===== src/rtl/cell_bist_pkg.sv =====
// Shared types and constants for the combinational-cell BIST block.
package cell_bist_pkg;

  typedef enum logic [1:0] {
    IDLE   = 2'd0,
    HOLD   = 2'd1,
    SAMPLE = 2'd2,
    DONE   = 2'd3
  } state_e;

  // x^16 + x^12 + x^3 + x + 1, with the x^16 term implicit in the shift-out
  localparam logic [15:0] MISR_POLY = 16'h100B;
  localparam logic [15:0] MISR_SEED = 16'hFFFF;

endpackage


===== src/rtl/cell_bist_if.sv =====
// Bundle of signals between the BIST engine and the cell under test / test controller.
interface cell_bist_if #(
  parameter int N = 6
);

  logic         start;
  logic [N-1:0] vec_out;
  logic         z_in;
  logic         busy;
  logic         done;
  logic         pass;
  logic [N:0]   err_count;
  logic [N-1:0] first_fail;
  logic [15:0]  sig;

  modport master (
    output start, z_in,
    input  vec_out, busy, done, pass, err_count, first_fail, sig
  );

  modport slave (
    input  start, z_in,
    output vec_out, busy, done, pass, err_count, first_fail, sig
  );

endinterface


===== src/rtl/cell_bist_misr.sv =====
// 16-bit multiple-input signature register compacting one response bit per enable.
module cell_bist_misr
  import cell_bist_pkg::*;
(
  input  logic        clk,
  input  logic        reset,
  input  logic        seed_i,
  input  logic        en_i,
  input  logic        data_i,
  output logic [15:0] sig_o
);

  logic [15:0] sig_q;
  logic [15:0] sig_d;
  logic        fb;

  // Seeding takes priority so a new sweep always starts from a known signature
  always_comb begin
    sig_d = sig_q;
    fb    = sig_q[15] ^ data_i;
    if (seed_i) begin
      sig_d = MISR_SEED;
    end else if (en_i) begin
      sig_d = {sig_q[14:0], 1'b0} ^ (fb ? MISR_POLY : 16'h0000);
    end
  end

  always_ff @(posedge clk) begin
    if (reset) begin
      sig_q <= MISR_SEED;
    end else begin
      sig_q <= sig_d;
    end
  end

  assign sig_o = sig_q;

endmodule


===== src/rtl/asic_cell_bist.sv =====
// Exhaustive-sweep BIST driver/checker for a small combinational cell.
// Define CELL_BIST_MISR_EN to add a 16-bit response signature on bus.sig.
module asic_cell_bist
  import cell_bist_pkg::*;
#(
  parameter int                 N      = 6,
  parameter logic [(1<<N)-1:0]  TRUTH  = 64'hFF80_8080_8080_8080,
  parameter int                 SETTLE = 2
) (
  input  logic        clk,
  input  logic        reset,
  cell_bist_if.slave  bus
);

  localparam int             CW       = $clog2(SETTLE + 1);
  localparam logic [CW-1:0]  CNT_LAST = CW'(SETTLE - 1);

  state_e         state_q;
  logic [N:0]     vec_q;
  logic [N:0]     vec_inc;
  logic [CW-1:0]  cnt_q;
  logic           busy_q;
  logic           done_q;
  logic           pass_q;
  logic [N:0]     err_q;
  logic [N-1:0]   ff_q;
  logic           mismatch;

  // The extra counter bit flags the last vector without a wide compare
  assign vec_inc  = vec_q + (N+1)'(1);
  assign mismatch = bus.z_in != TRUTH[vec_q[N-1:0]];

  always_ff @(posedge clk) begin
    if (reset) begin
      state_q <= IDLE;
      vec_q   <= '0;
      cnt_q   <= '0;
      busy_q  <= 1'b0;
      done_q  <= 1'b0;
      pass_q  <= 1'b0;
      err_q   <= '0;
      ff_q    <= '0;
    end else begin
      done_q <= 1'b0;
      case (state_q)
        IDLE: begin
          if (bus.start) begin
            state_q <= HOLD;
            vec_q   <= '0;
            cnt_q   <= '0;
            err_q   <= '0;
            ff_q    <= '0;
            pass_q  <= 1'b0;
            busy_q  <= 1'b1;
          end
        end
        HOLD: begin
          cnt_q <= cnt_q + CW'(1);
          if (cnt_q == CNT_LAST) begin
            state_q <= SAMPLE;
          end
        end
        SAMPLE: begin
          if (mismatch) begin
            err_q <= err_q + (N+1)'(1);
            if (err_q == '0) begin
              ff_q <= vec_q[N-1:0];
            end
          end
          if (vec_inc[N]) begin
            state_q <= DONE;
          end else begin
            vec_q   <= vec_inc;
            cnt_q   <= '0;
            state_q <= HOLD;
          end
        end
        DONE: begin
          done_q  <= 1'b1;
          pass_q  <= (err_q == '0);
          busy_q  <= 1'b0;
          state_q <= IDLE;
        end
        default: state_q <= IDLE;
      endcase
    end
  end

  assign bus.vec_out    = vec_q[N-1:0];
  assign bus.busy       = busy_q;
  assign bus.done       = done_q;
  assign bus.pass       = pass_q;
  assign bus.err_count  = err_q;
  assign bus.first_fail = ff_q;

`ifdef CELL_BIST_MISR_EN
  logic misr_seed;
  logic misr_en;

  assign misr_seed = (state_q == IDLE) && bus.start;
  assign misr_en   = (state_q == SAMPLE);

  cell_bist_misr u_misr (
    .clk    (clk),
    .reset  (reset),
    .seed_i (misr_seed),
    .en_i   (misr_en),
    .data_i (bus.z_in),
    .sig_o  (bus.sig)
  );
`else
  assign bus.sig = 16'h0000;
`endif

endmodule


===== src/flat_wrapper.sv =====
// flat-port wrapper written by rule: the top's interface ports become plain ports
module asic_cell_bist_flat import cell_bist_pkg::*;
#(
  parameter int                 N      = 6,
  parameter logic [(1<<N)-1:0]  TRUTH  = 64'hFF80_8080_8080_8080,
  parameter int                 SETTLE = 2
)
  (clk, reset, bus_start, bus_z_in, bus_vec_out, bus_busy, bus_done, bus_pass, bus_err_count, bus_first_fail, bus_sig);
  cell_bist_if #(.N(N)) bus_i ();
  input  logic clk;
  input  logic reset;
  input wire logic [$bits(bus_i.start)-1:0] bus_start;
  input wire logic [$bits(bus_i.z_in)-1:0] bus_z_in;
  output wire logic [$bits(bus_i.vec_out)-1:0] bus_vec_out;
  output wire logic [$bits(bus_i.busy)-1:0] bus_busy;
  output wire logic [$bits(bus_i.done)-1:0] bus_done;
  output wire logic [$bits(bus_i.pass)-1:0] bus_pass;
  output wire logic [$bits(bus_i.err_count)-1:0] bus_err_count;
  output wire logic [$bits(bus_i.first_fail)-1:0] bus_first_fail;
  output wire logic [$bits(bus_i.sig)-1:0] bus_sig;
  assign bus_i.start = bus_start;
  assign bus_i.z_in = bus_z_in;
  assign bus_vec_out = bus_i.vec_out;
  assign bus_busy = bus_i.busy;
  assign bus_done = bus_i.done;
  assign bus_pass = bus_i.pass;
  assign bus_err_count = bus_i.err_count;
  assign bus_first_fail = bus_i.first_fail;
  assign bus_sig = bus_i.sig;
  asic_cell_bist #(.N(N), .TRUTH(TRUTH), .SETTLE(SETTLE)) u_core (.clk(clk), .reset(reset), .bus(bus_i));
endmodule

===== config.mk =====
export PLATFORM = sky130hd
export DESIGN_NAME = asic_cell_bist_flat
export DESIGN_NICKNAME = d
export VERILOG_FILES = /design/src/rtl/cell_bist_pkg.sv /design/src/rtl/cell_bist_if.sv /design/src/rtl/cell_bist_misr.sv /design/src/rtl/asic_cell_bist.sv /design/src/flat_wrapper.sv
export SDC_FILE = /design/constraint.sdc
export NUM_CORES = 1
export LEC_CHECK = 0
export ABC_AREA = 1
export ABC_CLOCK_PERIOD_IN_PS = 1200
export BUFFER_PORTS_ARGS = -buffer_cell sky130_fd_sc_hd__buf_2
export CORE_MARGIN = 4
export CORE_UTILIZATION = 46
export CTS_CLUSTER_SIZE = 8
export DETAILED_ROUTE_END_ITERATION = 7
export PLACE_DENSITY = 0.75
export SLEW_MARGIN = 20
export SYNTH_ARGS = -nofsm -noshare
export SYNTH_HDL_FRONTEND = slang
export SYNTH_SLANG_ARGS = --single-unit

===== constraint.sdc =====
create_clock -name clk -period 1.2 [get_ports clk]
set_input_delay 0.06 -clock clk [delete_from_list [all_inputs] [get_ports clk]]
set_output_delay 0.06 -clock clk [all_outputs]
set_load 0.005 [all_outputs]

==> impl_metrics.env <==
export IMPL_cts_tree="yes"
export IMPL_route_detailed_drc=0
export IMPL_grt_pass1_vias=1372
export IMPL_hold_path_class="in2reg"
export IMPL_top_usage_layer="met2"
export IMPL_yosys_cell_types_count=27
export IMPL_fin_crit_sh_pct=112
export IMPL_cts_buffers=3
export IMPL_p_comb_share_pct=30.4
export IMPL_critPathKind="reg2reg"
export IMPL_postSynthAreaPerCell_sq_um=7.14
export IMPL_synth_seq_cells=27
export IMPL_skew_ns=0.0144
export IMPL_first_pass_iters=4
export IMPL_timing_hold_ws_ns=0.00993
export IMPL_vias_per_cell=4.92
export IMPL_clk_latency_ns=0.33
export IMPL_clock_path_buffers=2
export IMPL_grt_use_met1_pct=22.0
export IMPL_grt_overflow=0
export IMPL_rsz0062_at_grt="yes"
export IMPL_cts_num_sinks=27
export IMPL_report_final_slew_viol_count=0
export IMPL_antenna_found_initial=0
export IMPL_die_width_um=64.8
export IMPL_wl_per_cell_um=12.9
export IMPL_synthToLayoutAreaGrowth_pct=44.6
export IMPL_via_count=1524
export IMPL_ant_nets=0
export IMPL_leakage_uw=0.00108
export IMPL_ys_seq_area_share_pct=36.4
export IMPL_regArea_sq_um=556
export IMPL_path_max_fanout=5
export IMPL_yosys_area_top_type="dfxtp_1"
export IMPL_swShare_pct=32.9
export IMPL_fin_setup_tns_ns=-0.855
export IMPL_dieArea_sq_um=4200
export IMPL_dieHeight_um=64.8
export IMPL_hold_buffers=0
export IMPL_fp_coreArea_sq_um=3080
export IMPL_drtIter0Drc=38
export IMPL_min_to="u_core.bus.err_count[1]$_SDFFE_PP0P_"
export IMPL_drive_gt1_share_pct=45.1
export IMPL_syn_inst=208
export IMPL_fill_cells=246
export IMPL_p_switching_uw=656
export IMPL_grt_max_degree=15
export IMPL_hold_viol=0
export IMPL_start_kind="flip-flop"
export IMPL_r2r_start="u_core.vec_q[1]$_SDFFE_PP0P_"
export IMPL_clkTransAtPathRegs_ns=0.15
export IMPL_place_hpwl_um=2530
export IMPL_track_usage_pct=17.1
export IMPL_num_io_pins=42
export IMPL_totalWireLength_um=3990
export IMPL_min_period_ns=1.34
export IMPL_use_met2_pct=28.7
export IMPL_max_freq_mhz=744
export IMPL_design_area_sq_um=2150
export IMPL_grt_pass1_wl_um=5820
export IMPL_ys_top_cells_by_area="dfxtp_1 (36%), nand2_1 (9.4%), buf_4 (8.1%)"
export IMPL_num_rows=20
export IMPL_worstPathArrival_ns=1.58
export IMPL_finalSetupViolations=20
export IMPL_hold_depth=4
export IMPL_clkPwrFrac_pct=20.0
export IMPL_worstSetupEndpointType="flip-flop"
export IMPL_reg2reg_slack_ns=-0.14
export IMPL_diodes=0
export IMPL_syn_area_sq_um=1490
export IMPL_crit_required_ns=1.44
export IMPL_intPower_uw=1340
export IMPL_r2r_worst_path_cells=10
export IMPL_power_density_nw_per_um2=930
export IMPL_cap_violations=0
export IMPL_yosysTopAreaCellShare_pct=36.4
export IMPL_port_buffers=25
export IMPL_power_frac_seq_pct=49.7
export IMPL_root_buffer="clkbuf_4"
export IMPL_violations="setup timing"
export IMPL_hp_start="reset"
export IMPL_power_uw=2000
export IMPL_htreeDepth=1
export IMPL_nets=275
export IMPL_gp_congestion=0.839
export IMPL_outcome="finished, violations left"
export IMPL_ys_warnings_count=0
export IMPL_irDropWorstVdd_mv=0.619
export IMPL_setup_ws_ns=-0.143
export IMPL_dpl_cell_area_sq_um=1800
export IMPL_met3_usage_pct=1.91
export IMPL_fin_util_pct=69.8
export IMPL_multi_input_area_sq_um=998
export IMPL_start_util_pct=48.3
==> registers in the layout (all words and copies together) (netlist names), named ones only <==
register	flops
u_core.bus.err_count	7
u_core.bus.first_fail	6
u_core.vec_q	6
u_core.cnt_q	2
u_core.state_q	2
u_core.bus.busy	1
u_core.bus.done	1
u_core.bus.pass	1
==> metrics by stage <==
step / setup WS (ns) / instances
2_1_floorplan: -0.00695 / 223
3_3_place_gp: -0.0788 / 299
3_5_place_dp: -0.105 / 299
4_1_cts: -0.123 / 306
5_1_grt: -0.231 / 310
6_report: -0.143 / 310
==> cells in the mapped netlist, drive strengths merged <==
cell,number
clkinv,2
nand2,42
a31oi,1
nand3b,1
o21ai,12
or2,1
inv,26
nor3,4
ha,4
conb,1
nor2,33
dfxtp,27
nand4,5
o21bai,1
nand3,15
clkbuf,1
a21oi,15
buf,17
==> cells in the final DEF (no fill, tap or decap), types with 5 or more instances in the layout <==
cell,instances
nand2_1,28
dfxtp_2,6
inv_1,23
buf_2,25
o21ai_2,6
buf_4,30
nand3_1,9
nand2_4,6
a21oi_2,6
dfxtp_1,19
nand2_2,5
a21oi_1,9
nor2_1,24
nand4_1,5
conb_1,16
==> worst max-delay path, stage by stage (launching register included) <==
cell and delay [ns]:
dfxtp_4 0.39, ha_4 0.15, nand2_4 0.06, nor2_4 0.14, nand2_4 0.09, nand2_4 0.10, nand2_1 0.08, nand3_2 0.09
nor2_1 0.06, nand2_1 0.05, nand2_1 0.04
==> cell families after synthesis <==
logic type | count (synthesis) | synth area share, %
adder cells (fa/ha/maj) | 4 | 3.37
buffers and inverters | 46 | 16.1
other | 1 | 0.252
flip-flops | 27 | 36.4
AO/OA/AOI/OAI | 29 | 10.5
AND/OR/NAND/NOR | 101 | 33.4
==> worst max-delay path by stage <==
| stage | cells after the start | slack (ns) | startpoint | endpoint |
|---|---|---|---|---|
| global route | 10 | -0.23 | u_core.vec_q[1]$_SDFFE_PP0P_ | flip-flop |
| floorplan | 10 | -0.007 | u_core.vec_q[0]$_SDFFE_PP0P_ | flip-flop |
| CTS | 9 | -0.12 | u_core.vec_q[1]$_SDFFE_PP0P_ | flip-flop |
| detailed placement | 10 | -0.11 | u_core.vec_q[1]$_SDFFE_PP0P_ | flip-flop |
| finish | 10 | -0.14 | u_core.vec_q[1]$_SDFFE_PP0P_ | flip-flop |
| global placement | 10 | -0.08 | u_core.vec_q[1]$_SDFFE_PP0P_ | flip-flop |
==> what timing repair did <==
action / 4_1_cts / 5_1_grt
buffers inserted: 3 / 4
pin swaps: 4 / 18
gates cloned: 0 / 0
resized for setup: 15 / 57
setup endpoints to repair: 14 / 23
==> power by group through the flow <==
stage	Sequential [uW]	Clock, uW	Combinational [uW]
2_1_floorplan	1010	0	269
3_3_place_gp	999	0	409
3_5_place_dp	1000	0	414
4_1_cts	988	403	440
5_1_grt	999	441	660
6_report	992	399	606
==> area by class of cell <==
type / instances / area share, %
clock buffer: 4 / 1.22
sequential: 27 / 25.9
inverter: 28 / 6.06
timing repair buffer: 57 / 17.8
tap: 44 / 2.56
multi-input combinational: 150 / 46.5
==> layer usage <==
layer | wire length, um | share of wire [%]
met1 | 1680 | 42
met2 | 1940 | 49
met3 | 213 | 5.3
met4 | 155 | 3.9
met5 | 0 | 0
(Power assumes the default switching activity.)
